## src/rtl/dispatch_ctrl.sv

```systemverilog
// Dispatch hazard controller: tracks ROB/RS/free-list credits, gates dispatch and
// fetch, and holds a fixed-length FLUSH window after a branch mispredict.
module dispatch_ctrl #(
    parameter int ROB_SIZE     = 32,
    parameter int RS_SIZE      = 16,
    parameter int FL_SIZE      = 32,
    parameter int FLUSH_CYCLES = 2,
    localparam int MAXSZ = (ROB_SIZE > RS_SIZE)
                           ? ((ROB_SIZE > FL_SIZE) ? ROB_SIZE : FL_SIZE)
                           : ((RS_SIZE > FL_SIZE) ? RS_SIZE : FL_SIZE),
    localparam int CW    = $clog2(MAXSZ) + 1
) (
    input  logic          clock,
    input  logic          reset,
    input  logic          iq_valid,
    input  logic          iq_needs_dest,
    input  logic          iq_full,
    input  logic          rob_retire,
    input  logic          rs_issue,
    input  logic          fl_return,
    input  logic          branch_incorrect,
    input  logic [CW-1:0] rob_free_in,
    input  logic [CW-1:0] rs_free_in,
    input  logic [CW-1:0] fl_free_in,
    output logic          dispatch_no_hazard,
    output logic          fetch_stall,
    output logic [CW-1:0] rob_credit,
    output logic [CW-1:0] rs_credit,
    output logic [CW-1:0] fl_credit,
    output logic          in_flush,
    output logic [15:0]   stall_cycles
);
    localparam int FCW = ($clog2(FLUSH_CYCLES + 1) < 2) ? 2 : $clog2(FLUSH_CYCLES + 1);
    localparam logic [CW-1:0] ROB_MAX = CW'(ROB_SIZE);
    localparam logic [CW-1:0] RS_MAX  = CW'(RS_SIZE);
    localparam logic [CW-1:0] FL_MAX  = CW'(FL_SIZE);

    typedef enum logic {RUN = 1'b0, FLUSH = 1'b1} state_t;

    state_t         r_state;
    logic [FCW-1:0] r_flush_cnt;
    logic [CW-1:0]  r_rob, r_rs, r_fl;
    logic [15:0]    r_stall;
    logic           w_fire;

    // Simultaneous take and give cancel; a give at full capacity is dropped.
    function automatic logic [CW-1:0] upd(input logic [CW-1:0] cur, input logic dec,
                                          input logic inc, input logic [CW-1:0] size);
        if (dec && !inc)                    return cur - 1'b1;
        else if (inc && !dec && cur < size) return cur + 1'b1;
        else                                return cur;
    endfunction

    function automatic logic [CW-1:0] clamp(input logic [CW-1:0] v, input logic [CW-1:0] size);
        return (v > size) ? size : v;
    endfunction

    assign dispatch_no_hazard = (r_state == RUN) && (r_rob != '0) && (r_rs != '0) &&
                                ((r_fl != '0) || !iq_needs_dest);
    assign fetch_stall  = iq_full || (r_state == FLUSH);
    assign w_fire       = iq_valid && dispatch_no_hazard;
    assign rob_credit   = r_rob;
    assign rs_credit    = r_rs;
    assign fl_credit    = r_fl;
    assign in_flush     = (r_state == FLUSH);
    assign stall_cycles = r_stall;

    always_ff @(posedge clock) begin
        if (reset) begin
            r_state     <= RUN;
            r_flush_cnt <= '0;
            r_rob       <= ROB_MAX;
            r_rs        <= RS_MAX;
            r_fl        <= FL_MAX;
            r_stall     <= '0;
        end else begin
            if (r_state == RUN && iq_valid && !dispatch_no_hazard && r_stall != 16'hFFFF)
                r_stall <= r_stall + 16'd1;

            if (branch_incorrect) begin
                r_state     <= FLUSH;
                r_flush_cnt <= FCW'(FLUSH_CYCLES - 1);
                r_rob       <= clamp(rob_free_in, ROB_MAX);
                r_rs        <= clamp(rs_free_in, RS_MAX);
                r_fl        <= clamp(fl_free_in, FL_MAX);
            end else begin
                // w_fire is already zero in FLUSH, so only returns move credits there.
                r_rob <= upd(r_rob, w_fire, rob_retire, ROB_MAX);
                r_rs  <= upd(r_rs, w_fire, rs_issue, RS_MAX);
                r_fl  <= upd(r_fl, w_fire && iq_needs_dest, fl_return, FL_MAX);
                if (r_state == FLUSH) begin
                    if (r_flush_cnt == '0) r_state     <= RUN;
                    else                   r_flush_cnt <= r_flush_cnt - 1'b1;
                end
            end
        end
    end
endmodule

```

## config.mk

```make
export PLATFORM = sky130hd
export DESIGN_NAME = dispatch_ctrl
export DESIGN_NICKNAME = d
export VERILOG_FILES = /design/src/rtl/dispatch_ctrl.sv
export SDC_FILE = /design/constraint.sdc
export NUM_CORES = 1
export LEC_CHECK = 0
export ABC_CLOCK_PERIOD_IN_PS = 4000
export CAP_MARGIN = 15
export CORE_MARGIN = 1.5
export CORE_UTILIZATION = 49
export CTS_CLUSTER_DIAMETER = 120
export DETAILED_ROUTE_END_ITERATION = 10
export PLACE_DENSITY = 0.82
export SYNTH_ARGS = -nofsm -noshare
export SYNTH_HDL_FRONTEND = slang
export SYNTH_SLANG_ARGS = --single-unit
```

## constraint.sdc

```tcl
create_clock -name clock -period 4 [get_ports clock]
set_input_delay 0.6 -clock clock [delete_from_list [all_inputs] [get_ports clock]]
set_output_delay 0.6 -clock clock [all_outputs]
set_load 0.02 [all_outputs]
```

Word-level counts from Yosys, hierarchy flattened
Cells that the tools add are included.

cells by class
  equality and inequality tests = 2
  order comparisons = 6
  reduce and logical (&&, ||, !) cells = 37
  bitwise logic cells = 2
  add/subtract/negate cells = 8
  multiplexer cells = 18

operator list
  kind                                                           count
  2-to-1 mux 6 bit                                               12
  adder 6 x 1 -> 6 bit, second input constant                    3
  nonzero test 6 bit                                             3
  subtractor 6 x 1 -> 6 bit, second input constant               3
  logical AND 1 bit                                              17
  adder 16 x 1 -> 16 bit, second input constant                  1
  != test 16 bit, second input constant                          1
  greater-than comparator 6 bit, second input constant           2
  < comparator 6 bit, second input constant                      2
  nonzero test 3 bit                                             3
  zero test 1 bit                                                7
  greater-than comparator 6 x 5 -> 1 bit, second input constant  1
  < comparator 6 x 5 -> 1 bit, second input constant             1
  2-to-1 mux 1 bit                                               6
  AND reduction 2 bit                                            2
  zero test 2 bit                                                1
  logical OR 1 bit                                               2
  != test 2 bit, second input constant                           1
  inverter 1 bit                                                 2
  nonzero test 2 bit                                             1
  OR reduction 2 bit                                             1
  subtractor 2 x 1 -> 2 bit, second input constant               1

word-level totals
  logic and storage cells = 80
  flip-flop bits (word level) = 37
  output and inout bits = 37

Longest topological paths before layout
Gate-level depths: netlist (run 1).

  depth after elaboration = 12
  gate-level depth with buffers = 14
  mapped depth without buffers = 12

Worst setup path after synthesis (run 1)
OpenSTA, ideal clock, no wires.

  kind = input -> register
  start point = in iq_needs_dest
  end point = reg r_fl[5], in the netlist fl_credit[5]
  path slack = 789 ps
  cell stages on the path = 13
  setup time = 79 ps
  arrival time = 3,132 ps
  cell sequence = or4b_4 nor4_4 nor3_2 buf_6 and3_4 buf_6 ha_1 a211oi_1 o21ai_0 a21oi_1 nand4_1 mux2_2 o211ai_1

on the way
  word-level cells in the longest chain between the ends = 9
  elaborated cells on any way between the ends = 12

ends and longest elaborated chain
  element                              RTL line  text
  start: declaration                   16        input logic iq_needs_dest,
  zero test 1 bit                      59        ((r_fl != '0) || !iq_needs_dest);
  logical OR 1 bit                     59
  logical AND 1 bit                    58        assign dispatch_no_hazard = (r_state == RUN) && (r_rob != '0) && (r_rs != '0) &&
  logical AND 1 bit                    61        assign w_fire = iq_valid && dispatch_no_hazard;
  logical AND 1 bit *                  90        r_fl <= upd(r_fl, w_fire && iq_needs_dest, fl_return, FL_MAX);
  zero test 1 bit                      50        else if (inc && !dec && cur < size) return cur + 1'b1;
  logical AND 1 bit (2 in series)      50
  nonzero test 3 bit (no source line)  -
  end signal: assignment               85        r_fl <= clamp(fl_free_in, FL_MAX);
  end signal: assignment               90
  end: declaration                     42        logic [CW-1:0] r_rob, r_rs, r_fl;

Every way passes the cells marked *; elsewhere a longest branch is shown, timed or not.
A chain may end at the register's enable or synchronous reset.

Worst setup path in the final report (run 1)
Ends and elaborated chain as after synthesis.

==> results of run 1 <==
stage by stage:
stage	hold WS, ps	util	area (um^2)
after floorplan	476.7	-	2519
after global placement	488.0	0.6534	3168
after detailed placement	492.2	0.6534	3168
after CTS	508.6	0.6723	3259
after global routing	536.1	0.6733	3264
final	508.3	0.6733	3264
tightest hold or removal path, cell delays in order (launching register included):
cell,delay (ps)
dfxtp_1,330
o21ai_0,70
a21oi_1,60
synthesized netlist by cell type (2+ instances only):
cell type / number
a211oi_1: 7
nor2b_1: 3
a311oi_1: 2
nor3b_1: 2
clkbuf_1: 8
o22ai_1: 6
and3_1: 3
o211ai_1: 2
a21oi_1: 16
xor2_1: 17
or3_1: 4
a21o_1: 5
nand3_1: 12
nor4_1: 7
nor2_1: 34
a211oi_2: 2
nor3_1: 5
fa_1: 3
nand4_1: 9
mux2i_1: 5
or2_2: 3
a2111oi_0: 2
dfxtp_1: 37
a31oi_1: 2
buf_6: 4
or4_1: 3
inv_1: 20
ha_1: 14
xnor2_1: 5
o21ai_0: 14
nand2_1: 27
report_power, final:
group	internal, W	total (W)	switching, W
Sequential	0.000387	0.000414	0.0000271
Combinational	0.000133	0.000277	0.000144
Clock	0.000122	0.000269	0.000147
Total	0.000643	0.000961	0.000318
metal layers:
| metal | track usage | wire length, um | up-vias |
|---|---|---|---|
| li1 | - | - | 1230 |
| met4 | 0.05455 | 64 | 0 |
| met5 | 0 | 0 | - |
| met1 | 0.2848 | 2681 | 1140 |
| met2 | 0.3829 | 2863 | 75 |
| met3 | 0.04685 | 390 | 6 |
kinds of logic after synthesis:
kind of cell,count (synthesis),synth area share
xor+xnor,22,0.07650
compound gates,70,0.1898
simple gates,122,0.2558
buf+inv,34,0.06607
mux,6,0.02434
flops,37,0.2941
fa+ha+maj,17,0.09339
layout make-up:
class / count / area share
Timing Repair Buffer: 67 / 0.2016
Multi-Input combinational cell: 237 / 0.4937
Clock inverter: 3 / 0.006899
Inverter: 21 / 0.02415
Clock buffer: 5 / 0.02108
Sequential cell: 37 / 0.2269
Tap cell: 67 / 0.02568
state kept, by name, indices dropped and copies added (netlist names):
signal	flops
fl_credit	6
in_flush	1
r_flush_cnt	2
rob_credit	6
rs_credit	6
stall_cycles	16
final timing paths:
| kind | end | slack, ps |
|---|---|---|
| worst min-delay path | stall_cycles[10]$_SDFFE_PP0P_ | 510 |
| worst max register to register | fl_credit[5]$_SDFFE_PP1P_ | 790 |
| worst min register to register | stall_cycles[10]$_SDFFE_PP0P_ | 510 |
| worst max-delay path | fl_credit[5]$_SDFFE_PP1P_ | 460 |
==> impl_metrics.tcl, run 1 <==
set metrics [dict create \
    fin_crit_sh 0.8850 \
    fin_crit_ps 3540 \
    whs_path_depth 2 \
    maxCapViolations 0 \
    vias_per_cell 5.609 \
    area_delta_synth_final_pct 29.61 \
    antennaDiodeCount 0 \
    status "finished clean" \
    start_util 0.5195 \
    core-area_um2 4848 \
    wl_um 5999 \
    die_w_um 74.70 \
    rsz0062_at_grt "false" \
    synth_largest_area_cell "dfxtp_1" \
    routedWlPerCell_um 13.73 \
    tns_ps 0 \
    crit_cells 12 \
    firstDrtPassIters 4 \
    multiInputGateArea_um2 1612 \
    final_cell_mix "clkdlybuf4s50_1 (63), dfxtp_1 (37), nor2_1 (34), nand2_1 (27), inv_1 (20)" \
    cpMaxStageDelayCell "clkdlybuf4s50_1" \
    pin_count 64 \
    crit_family "simple AND/OR/NAND/NOR gates" \
    clock_sinks 37 \
    fmax_ghz 0.2825 \
    finalHoldViolations 0 \
    die_area_um2 5579 \
    layout.nets 413 \
    synth_edf_count 0 \
    dp_slack_ps -0.7847 \
    grtUsageTotal 0.2221 \
    min_path_type "register to register" \
    power_density_nw_per_um2 294.3 \
    power.total_w 0.0009607 \
    peakVddDrop_mv 0.1931 \
    final_cells 437 \
    cts_tree "yes" \
    gp_congestion 0.8465 \
    ff_latch_area_um2 740.7 \
    n_fill_cell 431 \
    dieHeight_um 74.70 \
    placed_cells 428 \
    post_cts_buffers 0 \
    crit_chain "clkdlybuf4s50_1, or4b_4, nor4_4, nor3_2, and3_4, ha_1, a211oi_1, o21ai_0, a21oi_1, nand4_1, mux2_2, o211ai_1" \
    portBuffers 63 \
    num_rows 25 \
    yosysWarnings 0 \
    async_reset_ff_frac 0 \
    layout_setup_ws_ps 460.1 \
    insertion_delay_ps 300 \
    cp_data_required_time_ps 4220 \
    slew_headroom 0.5405 \
    ctsLongestPathBuffers 2 \
    drc 0 \
    r2r-start "rs_credit[0]$_SDFFE_PP0P_" \
    grt_pass1_wl_um 9846 \
    finalSetupViolCount 0 \
    crit_buf_inv 1 \
    grt.overflow.total 0 \
    drive_gt1_frac 0.07838 \
    ant_nets 0 \
    synth_fp_nets 352 \
    antenna_found_initial 0 \
    synthCells 308 \
    synth_seq_cells 37 \
    mappedNetlistArea_um2 2519 \
    cts_buffers 5 \
    yosys_most_used_dff "dfxtp_1" \
    yosysTopAreaCellShare 0.2941 \
    cts_resized 0 \
    ys_top_cells_by_area "dfxtp_1 (29%), ha_1 (7.0%), xor2_1 (5.9%)" \
    postSynthAreaPerCell_um2 8.177 \
    critPathMaxFanout 11 \
    clk_pin_slew_ps 80 \
    critPathLaunchType "input pin" \
    htree_levels 2 \
    place_hpwl_um 4380 \
    slew_viol_final 0 \
    cp-end-kind "register" \
    leakage_nw 1.243 \
    worst_r2r_path_depth 11 \
    path_class "input pin to register" \
    final_common_cell "clkdlybuf4s50_1" \
    drtIter0Drc 167 \
    min_from "stall_cycles[10]$_SDFFE_PP0P_" \
    ys_types 56 \
    tightestPinTransition_ps 685.6 \
    startpoint "iq_needs_dest" \
    cts_root_buf "clkbuf_8" \
    grt_max_degree 39 \
    yosysSeqAreaShare 0.2941 \
    cp_slowest_stage_delay_ps 490 \
    skew_ps 8.285 \
    holdBufCountCts 0 \
    worst_ep_arrival_time_ps 3760 \
    grt_pass1_vias 2253 \
    vias 2451 \
]
Note: power is estimated with default switching activity, not from simulation.
==> inputs of run 2 (changes only) <==
ABC_CLOCK_PERIOD_IN_PS = 3600   (was 4000)
HOLD_SLACK_MARGIN = 0.1   (was default)
clock period = 3.6 ns   (was 4 ns; I/O delays follow)
==> run 2 against run 1 <==
Effect of this change:
- clock power is 43% higher
- design area is 3.3% higher
- critical path depth grew 1
- core utilization grew 2.2 points
- die area is the same
- total power grew 22%
- sequential power increased by 11%
- first-iteration DRC count down 44%
- global-route usage rose by 2.1 points
- combinational power is 17% higher
- cell count is 2.1% higher
- worst setup slack got worse by 340 ps
==> impl_metrics.tcl, run 2 (same netlist as run 1, synthesis figures left out) <==
set metrics [dict create \
    drc 0 \
    drtIter0Drc 94 \
    routedWlPerCell_um 14.69 \
    ctsLongestPathBuffers 2 \
    grt_max_degree 38 \
    cts_buffers 5 \
    placed_cells 438 \
    power_density_nw_per_um2 347.5 \
    fin_crit_sh 0.9653 \
    min_path_type "register to register" \
    htree_levels 2 \
    leakage_nw 1.310 \
    multiInputGateArea_um2 1620 \
    layout.nets 422 \
    critPathMaxFanout 4 \
    clock_sinks 37 \
    cts_root_buf "clkbuf_8" \
    pin_count 64 \
    die_w_um 74.70 \
    fmax_ghz 0.2878 \
    die_area_um2 5579 \
    grt.overflow.total 0 \
    drive_gt1_frac 0.1055 \
    tns_ps 0 \
    grtUsageTotal 0.2433 \
    fin_crit_ps 3475 \
    top_usage_layer "met2" \
    num_rows 25 \
    n_fill_cell 422 \
    place_hpwl_um 4688 \
    grt_pass1_wl_um 10570 \
    final_common_cell "clkdlybuf4s50_1" \
    clk_pin_slew_ps 80 \
    finalHoldViolations 0 \
    core-area_um2 4848 \
    critPathLaunchType "input pin" \
    gp_congestion 0.8796 \
    wl_um 6552 \
    vias 2500 \
    power.total_w 0.001172 \
    post_cts_buffers 0 \
    post_dp_cell_area_um2 3243 \
    holdBufCountCts 0 \
    antennaDiodeCount 0 \
    final_cell_mix "clkdlybuf4s50_1 (63), dfxtp_1 (37), nor2_1 (34), nand2_1 (27), inv_1 (20)" \
    status "finished clean" \
    ant_nets 0 \
    slew_headroom 0.3573 \
    cp_data_required_time_ps 3800 \
    postLayoutCellArea_um2 3372 \
    path_class "input pin to register" \
    worst_ep_arrival_time_ps 3680 \
    finalSetupViolCount 0 \
    insertion_delay_ps 290 \
    grtUsageMet2 0.4216 \
    area_delta_synth_final_pct 33.88 \
    firstDrtPassIters 4 \
    largest_reg_flops 16 \
    slew_viol_final 0 \
    dieHeight_um 74.70 \
    final_cells 446 \
    maxCapViolations 0 \
    start_util 0.5195 \
    cts_tree "yes" \
    portBuffers 63 \
    ff_latch_area_um2 740.7 \
    vias_per_cell 5.605 \
    skew_ps 3.870 \
    peakVddDrop_mv 0.1982 \
    grt.met3_usage 0.05756 \
    tightestPinTransition_ps 955.3 \
    cts_resized 0 \
    grtUsageMet1 0.3062 \
    antenna_found_initial 0 \
    cp-end-kind "register" \
    grt_pass1_vias 2332 \
]
-- run 2: cell count changes in the layout (fill, tap and decap cells not counted) --
cell,change
clkbuf_2,-1
a21oi_2,+1
bufinv_16,+1
clkbuf_8,+1
a211oi_1,-1
buf_4,+10
a21oi_1,-1
a211oi_2,+1
clkinvlp_4,-2
-- run 2: per-layer routing --
layer  wire length, um  vias up
met5                 0        -
met4                45        0
met3               428        6
met2              3251       77
met1              2826     1178
li1                  -     1239
-- run 2: per-stage QoR --
stage,util,setup slack [ps],hold slack [ps]
floorplan,-,449.1,476.7
global placement,0.6689,60.10,488.4
detailed placement,0.6689,-49.63,503.4
CTS,0.6937,127.2,516.5
global route,0.6955,-14.44,538.6
finish,0.6955,124.9,511.0
-- run 2: final cells by class --
type                            count  share of cell area
Multi-Input combinational cell    237              0.4805
Clock buffer                        6             0.02449
Tap cell                           67             0.02486
Timing Repair Buffer               76              0.2160
Inverter                           21             0.02338
Clock inverter                      2             0.01113
Sequential cell                    37              0.2197
-- run 2: worst max-delay path: stages --
cell             delay, ps
clkdlybuf4s50_1        480
or4b_4                 480
nor4_4                 330
nor3_2                 130
nand2b_1               130
inv_2                   70
ha_1                   310
a211oi_2               270
o21bai_1               140
a21oi_2                170
nand2_1                 70
or3_1                  310
a311oi_1               250
-- run 2: final timing paths --
check	startpoint	endpoint	slack, ps	cells after the start
setup / recovery	iq_needs_dest	rs_credit[5]$_SDFFE_PP0P_	120	13
hold / removal	stall_cycles[6]$_SDFFE_PP0P_	stall_cycles[6]$_SDFFE_PP0P_	510	2
setup reg to reg	rs_credit[0]$_SDFFE_PP0P_	rs_credit[5]$_SDFFE_PP0P_	400	13
hold reg to reg	stall_cycles[6]$_SDFFE_PP0P_	stall_cycles[6]$_SDFFE_PP0P_	510	2
-- run 2: power breakdown --
| group | internal (W) | total, W | switching (W) |
|---|---|---|---|
| Sequential | 0.000430 | 0.000461 | 0.0000303 |
| Clock | 0.000225 | 0.000386 | 0.000161 |
| Combinational | 0.000159 | 0.000325 | 0.000166 |
